**src/rtl/sens_window.sv**
```systemverilog
// Crops a programmable window out of the pad-stage pixel stream and emits framed strobes.
// Latency 1 clk for every output; no backpressure, pixels arrive at line rate.
module sens_window #(
  parameter int DW = 16,
  parameter int CW = 14
) (
  input  logic          clk,
  input  logic          rst,
  input  logic          en,
  input  logic          vacts,
  input  logic          ihact,
  input  logic [DW-1:0] ipxd,
  input  logic [CW-1:0] win_left,
  input  logic [CW-1:0] win_width,
  input  logic [CW-1:0] win_top,
  input  logic [CW-1:0] win_height,
  input  logic          err_clr,
  output logic          frame_start,
  output logic          line_start,
  output logic          line_end,
  output logic          dv,
  output logic [DW-1:0] dout,
  output logic          frame_done,
  output logic          busy,
  output logic [CW-1:0] meas_width,
  output logic [CW-1:0] meas_lines,
  output logic          err_short,
  output logic          err_abort
);

  typedef enum logic [1:0] {IDLE, PRE, WIN, POST} state_t;

  state_t        r_state;
  state_t        w_state_nxt;

  logic          r_hact_d;
  logic          r_skip;
  logic          r_line_open;
  logic [CW-1:0] r_pix_cnt;
  logic [CW-1:0] r_line_cnt;
  logic [CW-1:0] r_left;
  logic [CW-1:0] r_width;
  logic [CW-1:0] r_top;
  logic [CW-1:0] r_height;

  logic          w_active;
  logic          w_restart;
  logic          w_act;
  logic          w_rise;
  logic          w_fall;
  logic          w_enter;
  logic          w_in_win;
  logic          w_dv;
  logic          w_ls;
  logic          w_fs;
  logic          w_le;
  logic          w_short;
  logic          w_fd;
  logic          w_abort;
  logic [CW-1:0] w_col;
  logic [CW-1:0] w_col_inc;
  logic [CW-1:0] w_line_inc;
  logic [CW-1:0] w_meas_w;
  logic [CW:0]   w_right;
  logic [CW:0]   w_bottom;

  // One extra bit so an out-of-range window edge is simply never reached.
  assign w_right  = {1'b0, r_left} + {1'b0, r_width};
  assign w_bottom = {1'b0, r_top} + {1'b0, r_height};

  always_comb begin
    w_active   = (r_state != IDLE);
    w_restart  = vacts & (w_active | en);
    // r_skip masks a line that was already running when the frame restarted.
    w_act      = w_active & ihact & ~r_skip;
    w_rise     = w_act & ~r_hact_d;
    w_fall     = w_active & ~ihact & r_hact_d & ~r_skip;
    w_col      = w_rise ? '0 : r_pix_cnt;
    w_col_inc  = (w_col == '1) ? w_col : w_col + CW'(1);
    w_line_inc = (r_line_cnt == '1) ? r_line_cnt : r_line_cnt + CW'(1);
    w_meas_w   = (r_pix_cnt == '0) ? '0 : r_pix_cnt - CW'(1);
    w_enter    = (r_state == PRE) & w_rise & (r_line_cnt == r_top);
    w_in_win   = (r_state == WIN) | w_enter;
    w_dv       = ~vacts & w_act & w_in_win & (w_col >= r_left) & ({1'b0, w_col} <= w_right);
    w_ls       = w_dv & (w_col == r_left);
    w_fs       = w_ls & (r_line_cnt == r_top);
    w_short    = (r_state == WIN) & w_fall & r_line_open;
    w_le       = (w_dv & ({1'b0, w_col} == w_right)) | w_short;
    w_fd       = (r_state == WIN) & w_fall & ({1'b0, r_line_cnt} == w_bottom);
    w_abort    = vacts & w_active & (ihact | (r_line_open & ~w_fall));

    w_state_nxt = r_state;
    case (r_state)
      IDLE:    if (vacts && en) w_state_nxt = PRE;
      PRE:     if (w_enter)     w_state_nxt = WIN;
      WIN:     if (w_fd)        w_state_nxt = POST;
      default: w_state_nxt = r_state;
    endcase
    if (w_active && vacts) w_state_nxt = en ? PRE : IDLE;
  end

  always_ff @(posedge clk) begin
    if (rst) begin
      r_state     <= IDLE;
      r_hact_d    <= 1'b0;
      r_skip      <= 1'b0;
      r_line_open <= 1'b0;
      r_pix_cnt   <= '0;
      r_line_cnt  <= '0;
      r_left      <= '0;
      r_width     <= '0;
      r_top       <= '0;
      r_height    <= '0;
      frame_start <= 1'b0;
      line_start  <= 1'b0;
      line_end    <= 1'b0;
      dv          <= 1'b0;
      dout        <= '0;
      frame_done  <= 1'b0;
      busy        <= 1'b0;
      meas_width  <= '0;
      meas_lines  <= '0;
      err_short   <= 1'b0;
      err_abort   <= 1'b0;
    end else begin
      r_state     <= w_state_nxt;
      r_hact_d    <= ihact;
      frame_start <= w_fs;
      line_start  <= w_ls;
      line_end    <= w_le;
      dv          <= w_dv;
      dout        <= ipxd;
      frame_done  <= w_fd;
      busy        <= (w_state_nxt != IDLE);

      if (w_fall) meas_width <= w_meas_w;

      if (w_restart)   r_skip <= ihact;
      else if (!ihact) r_skip <= 1'b0;

      if (vacts || w_le) r_line_open <= 1'b0;
      else if (w_ls)     r_line_open <= 1'b1;

      // A line closing in the restart cycle is still counted into meas_lines.
      if (w_restart) begin
        r_pix_cnt  <= '0;
        r_line_cnt <= '0;
        r_left     <= win_left;
        r_width    <= win_width;
        r_top      <= win_top;
        r_height   <= win_height;
        if (w_active) meas_lines <= w_fall ? w_line_inc : r_line_cnt;
      end else if (w_active) begin
        if (w_act)  r_pix_cnt  <= w_col_inc;
        if (w_fall) r_line_cnt <= w_line_inc;
      end

      if (w_short)      err_short <= 1'b1;
      else if (err_clr) err_short <= 1'b0;

      if (w_abort)      err_abort <= 1'b1;
      else if (err_clr) err_abort <= 1'b0;
    end
  end

endmodule

```
**config.mk**
```make
export PLATFORM = sky130hd
export DESIGN_NAME = sens_window
export DESIGN_NICKNAME = d
export VERILOG_FILES = /design/src/rtl/sens_window.sv
export SDC_FILE = /design/constraint.sdc
export NUM_CORES = 1
export LEC_CHECK = 0
export ABC_AREA = 0
export CAP_MARGIN = 5
export CORE_ASPECT_RATIO = 1.4
export CORE_MARGIN = 2
export CORE_UTILIZATION = 54
export DETAILED_ROUTE_END_ITERATION = 12
export GPL_TIMING_DRIVEN = 0
export PLACE_DENSITY = 0.91
export SLEW_MARGIN = 20
export SYNTH_ARGS = -nofsm -noshare
export SYNTH_HDL_FRONTEND = slang
export SYNTH_SLANG_ARGS = --single-unit
```
**constraint.sdc**
```tcl
create_clock -name clk -period 4.6 [get_ports clk]
set_input_delay 0.92 -clock clk [delete_from_list [all_inputs] [get_ports clk]]
set_output_delay 0.92 -clock clk [all_outputs]
set_load 0.02 [all_outputs]
```
Yosys cells after proc, flatten, opt, wreduce, memory -nomap -nowiden
Cells that the tools add are included.
{"block": "word_totals", "regBits": 141, "n_memories": 0, "in_bits": 78, "romBits": 0, "latch_bits": 0, "ramBits": 0}
{"block": "classes", "n_mul": 0, "n_shift": 0, "n_addsub": 5, "n_eq_ne": 9, "div": 0, "bitwise": 31, "n_lt_le_gt_ge": 2, "mux": 16, "n_reduce_logical": 13}
{"cell": "2-to-1 mux 14 bit", "count": 5}
{"cell": "adder 14 x 14 -> 15 bit", "count": 2}
{"cell": "== test 14 x 15 -> 1 bit", "count": 2}
{"cell": "adder 14 x 1 -> 14 bit (second input constant)", "count": 2}
{"cell": "== test 14 bit", "count": 2}
{"cell": "== test 14 bit (second input constant)", "count": 2}
{"cell": "AND 1 bit", "count": 22}
{"cell": "less-or-equal comparator 14 x 15 -> 1 bit", "count": 1}
{"cell": ">= comparator 14 bit", "count": 1}
{"cell": "zero test 14 bit", "count": 1}
{"cell": "subtractor 14 x 1 -> 14 bit (second input constant)", "count": 1}
{"cell": "2-to-1 mux 2 bit", "count": 4}
{"cell": "nonzero test 2 bit", "count": 4}
{"cell": "2-to-1 mux 1 bit", "count": 6}
{"cell": "one-hot mux 2 bit (3 select lines)", "count": 1}
{"cell": "NOT 1 bit", "count": 5}
{"cell": "OR 1 bit", "count": 4}
{"cell": "AND reduction 2 bit", "count": 2}
{"cell": "OR reduction 2 bit", "count": 2}
{"cell": "== test 2 x 1 -> 1 bit (second input constant)", "count": 1}
{"cell": "== test 2 bit (second input constant)", "count": 1}
{"cell": "logical AND 1 bit", "count": 2}
{"cell": "zero test 2 bit", "count": 1}
{"cell": "inequality test 2 x 1 -> 1 bit (second input constant)", "count": 1}
{"cell": "logical OR 1 bit", "count": 1}

Logic depth before layout (Yosys ltp)
{"block": "logic_depth", "ltp_word": 14, "mapped_depth": 16, "mapped_depth_nobuf": 16}

Worst setup path before layout
OpenSTA, ideal clock, no wires.
{"block": "synth_timing", "kind": "register to register", "start": "register r_left[0]", "end": "register frame_start", "arrival_time_ns": 3.901, "stages_incl_launch_ff": 17, "slack_ns": 0.621, "path_buffers": 0, "path_cell_list": "dfxtp_1 -> ha_1 -> fa_1 -> a211o_1 -> a2111oi_0 -> o31ai_1 -> a21o_1 -> a21oi_1 -> xor2_1 -> ha_1 -> nand3_1 -> nor2_1 -> a211o_1 -> a221oi_1 -> a211oi_1 -> or3b_1 -> nor3_1"}
{"block": "synth_via", "elab_chain_cells": 5}
{"element": "start: declaration", "line_no": "41", "source": "logic [CW-1:0] r_left;"}
{"element": "start signal: assignment", "line_no": "148", "source": "r_left <= win_left;"}
{"element": "adder 14 x 14 -> 15 bit / >= comparator 14 bit (equally long branches)", "line_no": "68, 84"}
{"element": "less-or-equal comparator 14 x 15 -> 1 bit / AND 1 bit (equally long branches)", "line_no": "84", "source": "w_dv = ~vacts & w_act & w_in_win & (w_col >= r_left) & ({1'b0, w_col} <= w_right);"}
{"element": "AND 1 bit", "line_no": "84"}
{"element": "AND 1 bit *", "line_no": "85", "source": "w_ls = w_dv & (w_col == r_left);"}
{"element": "AND 1 bit *", "line_no": "86", "source": "w_fs = w_ls & (r_line_cnt == r_top);"}
{"element": "end signal: assignment", "line_no": "128", "source": "frame_start <= w_fs;"}
{"element": "end: declaration", "line_no": "18", "source": "output logic frame_start,"}
Every way passes the cells marked *; elsewhere a longest branch is shown, timed or not.
A chain may end at the register's enable or synchronous reset.

Final worst setup path
{"block": "layout_timing", "start": "input ihact", "end": "register frame_start"}
{"block": "layout_via", "elab_chain_cells": 11}
{"element": "start: declaration", "line_no": "11", "source": "input logic ihact,"}
{"element": "AND 1 bit * (2 in series)", "line_no": "75", "source": "w_act = w_active & ihact & ~r_skip;"}
{"element": "parallel branches: the longest is 7 deep, another holds >= comparator 14 bit"}
{"element": "AND 1 bit *", "line_no": "85"}
{"element": "AND 1 bit *", "line_no": "86"}
Every way passes the cells marked *.

==> summary.txt <==
CTS
  • Clock net sink count: 141
  • Total number of H-tree levels: 4
  • Buffer levels on the longest clock path: 2
  • Post-CTS setup buffer count: 0
  • Root Driver: sky130_fd_sc_hd__clkbuf_16
  • Clk_lat worst skew: 0.43 ns
  • Number of CTS-inserted buffers: 17
  • Number of hold-repair buffers added at the cts stage: 0
  • Clock-pin slew of the registers on the worst-case setup and hold paths: 0.06 ns
  • Clock tree from TritonCTS: yes

Layout
  • Final core utilization: 69.7%
  • Share of layout cells above drive strength 1: 5.17%
  • Final Net Count: 1247
  • Number of antenna diodes: 0
  • Cell area after layout: 10000 um2
  • Area delta synth->final: 27.3%

Synthesis
  • Post-synth EDFFs: 0
  • Synthesized instance count: 960
  • Largest cells by area after synthesis: sky130_fd_sc_hd__dfxtp_1 (36%), sky130_fd_sc_hd__ha_1 (9.4%), sky130_fd_sc_hd__nand2_1 (7.4%)
  • Netlist cell types: 62
  • Proportion of netlist area held by the largest area contributor: 35.8%
  • Share of flip-flops with an asynchronous set or reset after synthesis: 0%
  • Post-synthesis instance area: 7870 um2
  • Average cell area after synthesis: 8.20 um2
  • Top_reg_cell synth: sky130_fd_sc_hd__dfxtp_1
  • Yosys warns: 0
  • Post-synthesis sequential element count: 141
  • Syn Nets: 1099
  • Library cell with the largest summed area after synthesis: sky130_fd_sc_hd__dfxtp_1
  • Sequential share of the synthesized area: 35.8%

Worst setup path
  • Critical path required time: 4.95 ns
  • Critical path peak fanout: 10
  • Endpoint class of the critical path: register
  • Element type at the critical path start: primary input
  • Arr. time, crit path: 4.74 ns
  • Worst Path Class, Setup: primary input to register

Timing
  • Final setup vio count: 0
  • Final hold viol count: 0
  • Final period util: 95.4%
  • Remaining max-slew budget at the tightest pin: 55.7%
  • RSZ-0062 raised after global routing: no
  • Maximum frequency from static timing analysis: 228 MHz
  • Largest clock skew in the final design: 0.00873 ns
  • Fin crit period: 4.39 ns
  • Worst-Margin Slew: 0.665 ns
  • Slew Limit Fails: 0

Placement
  • Number of buffer cells added on primary ports: 129
  • Last weighted congestion value of the routability-driven placer: 1.04
  • Placed instance area: 9400 um2
  • Hpwl dp: 17400 um

Die
  • Starting density of the core: 54.8%
  • Num rows: 52
  • I/O pins: 130
  • Height of the die: 147 um
  • Core Region: 14400 um2
  • Die area: 15600 um2
  • Die outline width: 106 um

Min path
  • Classification of the worst-slack hold path: register to register

Drt
  • Number of design-rule violations left by the first detailed-router iteration: 470
  • Count of vias placed by the detailed router: 7575
  • DR vias/cell: 5.78
  • Post-route DRC: 0
  • Antenna Nets Post-Route: 0
  • Routed wire length per instance: 17.6 um
  • Routed Wire Length: 23100 um
  • Total iterations of the first detailed-routing run: 5

Outcome
  • Status: complete, no violations

Global routing
  • Total track usage: 29.8%
  • Largest net degree at the start of global routing: 17
  • Wire length of the first global-routing pass: 36700 um
  • Vias in the first global route: 7568
  • Overflow left after global routing: 0
  • Number of antenna violations at the first check in global routing: 0

Power
  • Static Leak: 4.01 nW
  • Ratio of total power to cell area: 315 nW/um2
  • IR drop worst, VDD: 0.244 mV

Run
  • Total of max-cap violations: 0
[state kept, by name, indices dropped and copies added, names as in the netlist, 2 cells and up]
name	count
dout	16
meas_lines	14
meas_width	14
r_height	14
r_left	14
r_line_cnt	14
r_pix_cnt	14
r_top	14
r_width	14
r_state	2
[repair_timing]
item | CTS | global route
resized for setup | 1 | 6
setup endpoints to repair | 4 | 4
pin swaps | 0 | 1
[routing by layer]
metal	part of all wire, %	GRT usage (%)
met5	0	0
met4	6.3	20.0
met3	4.5	4.79
met2	53	54.5
met1	36	31.0
[synth_stat cells, drive strengths merged (7+ instances only)]
| library cell | instances |
|---|---|
| o21a | 7 |
| nor4 | 11 |
| nand2 | 155 |
| nand2b | 7 |
| and2 | 15 |
| nor2b | 25 |
| nor3 | 10 |
| xor2 | 35 |
| clkbuf | 43 |
| nand3 | 17 |
| ha | 59 |
| nand4 | 19 |
| a22oi | 11 |
| inv | 37 |
| a211oi | 23 |
| a211o | 7 |
| dfxtp | 141 |
| a31oi | 7 |
| or3 | 8 |
| or4 | 7 |
| a21o | 12 |
| and3 | 8 |
| a21oi | 92 |
| xnor2 | 37 |
| o21bai | 11 |
| o21ai | 13 |
| nor2 | 74 |
[layout by cell type, fill, tap and decap left out, types with 13 or more instances in the layout]
cell type	netlist	routed
sky130_fd_sc_hd__a211oi_1	21	21
sky130_fd_sc_hd__and2_1	15	15
sky130_fd_sc_hd__inv_1	37	37
sky130_fd_sc_hd__nand2_1	155	155
sky130_fd_sc_hd__a21oi_1	92	92
sky130_fd_sc_hd__ha_1	59	59
sky130_fd_sc_hd__o21ai_0	13	13
sky130_fd_sc_hd__clkbuf_1	43	43
sky130_fd_sc_hd__clkbuf_16	0	17
sky130_fd_sc_hd__clkdlybuf4s50_1	0	129
sky130_fd_sc_hd__nand3_1	17	17
sky130_fd_sc_hd__xor2_1	35	35
sky130_fd_sc_hd__xnor2_1	37	37
sky130_fd_sc_hd__nor2_1	73	73
sky130_fd_sc_hd__nor2b_1	25	25
sky130_fd_sc_hd__nand4_1	19	19
sky130_fd_sc_hd__dfxtp_1	141	141
[worst max-delay path, cell delays in order]
cell and delay (ns):
sky130_fd_sc_hd__clkdlybuf4s50_1 0.53, sky130_fd_sc_hd__inv_1 0.13, sky130_fd_sc_hd__or3_1 0.49, sky130_fd_sc_hd__clkbuf_1 0.25, sky130_fd_sc_hd__and2_1 0.24, sky130_fd_sc_hd__ha_1 0.30, sky130_fd_sc_hd__nand4_1 0.19, sky130_fd_sc_hd__or4_4 0.56
sky130_fd_sc_hd__and3b_1 0.19, sky130_fd_sc_hd__a221oi_1 0.34, sky130_fd_sc_hd__or3b_1 0.46, sky130_fd_sc_hd__nor3_1 0.14
[final timing paths]
path	slack, ns	endpoint	from	cells after the start
worst max-delay path	0.21	frame_start$_SDFF_PP0_	ihact	12
worst min-delay path	0.46	meas_width[10]$_SDFFE_PP0P_	meas_width[10]$_SDFFE_PP0P_	2
worst max register to register	0.28	frame_start$_SDFF_PP0_	r_left[0]$_SDFFE_PP0P_	16
worst min register to register	0.46	meas_width[10]$_SDFFE_PP0P_	meas_width[10]$_SDFFE_PP0P_	2
[area by class of cell]
class	count	area [um2]
multi-input cells	733	4760
plain buffers	49	189
inverters	37	139
clock buffers	17	425
repair buffers	129	1290
fillers	1059	4350
clock inverters	15	161
flip-flops and latches	141	2820
well taps	189	236
[cell families (layout without fill, tap and decap cells)]
logic type,after synthesis,in the layout,synth area share (%)
DFF,141,141,35.8
adders and majority gates,61,61,9.88
buffers and inverters,86,247,4.16
AOI/OAI and AO/OA,221,221,18.6
muxes,5,5,0.667
xor gates and xnor gates,72,72,8.01
and+or+nand+nor,374,374,22.9
[per-stage QoR]
step / hold WS [ns] / setup WS (ns) / power (mW) / cells / setup TNS, ns
floorplan: 0.440 / 0.621 / 1.60 / 960 / 0
global placement: 0.439 / -0.152 / 1.77 / 1278 / -0.337
detailed placement: 0.454 / -0.169 / 1.79 / 1278 / -0.379
CTS: 0.464 / 0.0147 / 3.15 / 1310 / 0
global route: 0.488 / 0.0301 / 3.27 / 1310 / 0
finish: 0.463 / 0.213 / 3.16 / 1310 / 0
[power by group]
| group | internal (mW) | switching (mW) |
|---|---|---|
| clock | 0.806 | 0.575 |
| combinational | 0.218 | 0.260 |
| sequential | 1.27 | 0.0347 |
No activity file was read; power rests on OpenSTA's default activity.
==> RTL change: new RTL, same flow settings <==
Encoding of `state_t`: now one-hot (4 bits for 4 states).
--- a/src/rtl/sens_window.sv
+++ b/src/rtl/sens_window.sv
@@ -28,7 +28,7 @@
   output logic          err_abort
 );
 
-  typedef enum logic [1:0] {IDLE, PRE, WIN, POST} state_t;
+  typedef enum logic [3:0] {IDLE = 4'b0001, PRE = 4'b0010, WIN = 4'b0100, POST = 4'b1000} state_t;
 
   state_t        r_state;
   state_t        w_state_nxt;
Behaviour: same outputs for any inputs over 4 cycles, from zero or initial values and one cycle with rst high; so few cycles prove little.
==> RTL change against the original RTL <==
Combinational power up 6.5%; setup slack gained 0.11 ns; die area up 0.38%; largest power group unchanged; wire length down 5.1%; non-clock buffer count fell by 2; area after synthesis up 0.40%; sequential cell count increased by 2; total power up 4.7%; count of clock-buffer cells in the layout did not move; final area rose by 0.30%.
==> RTL change: results (changes against the original RTL) <==
- Share of layout cells above drive strength 1: 5.44% (+0.27 points)
- Min-Delay Endpoint: r_height[0]
- Share of power burned in the clock network: 44.6% (+0.9 points)
- Final Wtd Congestion: 0.952 (-8.4%)
- Peak supply drop: 0.000287 V (+18%)
- Worst Path Arrival: 4.58 ns (-0.16 ns)
- DR pass1 iterations: 7 (+2)
- Synth cell types: 59 (-4.8%)
- Post-Place Worst Slack: -0.0175 ns (+0.151 ns)
- Initial DRC count: 498 (+6.0%)
- Most common cell in the netlist: nand2_1
- Register area share after synthesis: 36.2% (+0.36 points)
- Vias in the first global route: 7,463 (-1.4%)
- Routed WL per cell: 16.5 um (-6.4%)
- GR Layer Usage met2: 51.0% (-3.5 points)
- M1 WL: 8750 um (+3.9%)
- Top cells by area, synth: dfxtp_1 (36%), ha_1 (9.3%), nand2_1 (7.4%)
- Area of the multi-input gates: 4720 um^2 (-0.92%)
- First-pass GRT wire length: 35,500 um (-3.4%)
- Met3 WL: 1240 um (+18%)
- Synth top cells by count: nand2_1 (156), dfxtp_1 (143), nor2_1 (90), a21oi_1 (83), ha_1 (59)
- Total number of vias: 7,633 (+0.77%)
- Synth Area in XOR/XNOR: 8.09% (+0.079 points)
- Largest stage delay, worst path: 0.44 ns (-0.12 ns)
- Setup Skew: 0.00856 ns (-0.000172 ns)
- Placed inst area: 9430 um^2 (+0.33%)
- Placed Cells: 1,296 (+1.4%)
- Post-CTS sizing: 0 (-1)
- Critical path's top delay family: compound AO/OA/AOI/OAI gates
- Critical-path top delay cell: nor4bb_1
- Met1 global-route usage: 32.5% (+1.5 points)
- Met2 wire length: 11,000 um (-9.8%)
- Mux cell area share after synthesis: 0.918% (+0.25 points)
- Wirelength, routed: 21,900 um (-5.1%)
- Hold path startpoint: r_height[0]
- Sequential power: between 0.001 and 0.0015 W
- Largest fanout on the critical path: 4 (-6)
- Reg2Reg Setup Slack: 0.33 ns (+0.05 ns)
- Complex-gate fraction of the synthesized area: 16.3% (-2.2 points)
- Outcome: complete, no violations
- Switching pwr: 0.000917 W (+5.5%)
- Syn Inst Count: 978 (+1.9%)
- Hold WS: 0.460 ns (-0.00228 ns)
- Met3 usage: 4.48% (-0.31 points)
- Syn nets: 1,117 (+1.6%)
RTL change: worst register-to-register path: cells and delay by family, from the launching register on:
family                   cells  cell delay, ns
AND/OR/NAND/NOR              4            0.90
AO/OA/AOI/OAI                8            1.84
flip-flops                   1            0.35
adder cells (fa/ha/maj)      3            0.93
XOR/XNOR                     1            0.14
RTL change: worst max-delay path by stage:
stage / startpoint / end / slack (ns) / cells after the start
after floorplan: r_left[0] / frame_start / 0.95 / 16
after global placement: ihact / frame_start / 0.12 / 12
after detailed placement: ihact / frame_start / -0.02 / 12
after CTS: r_left[0] / frame_start / 0.18 / 16
after global routing: ihact / frame_start / 0.05 / 12
final: r_left[0] / frame_start / 0.33 / 16
RTL change: layout make-up:
type	count	share of cell area [%]
buffer	47	1.90
clock buffer	17	4.23
clock inverter	15	1.95
inverter	36	1.34
multi-input combinational	752	46.9
sequential	143	28.5
tap	189	2.35
timing repair buffer	129	12.8
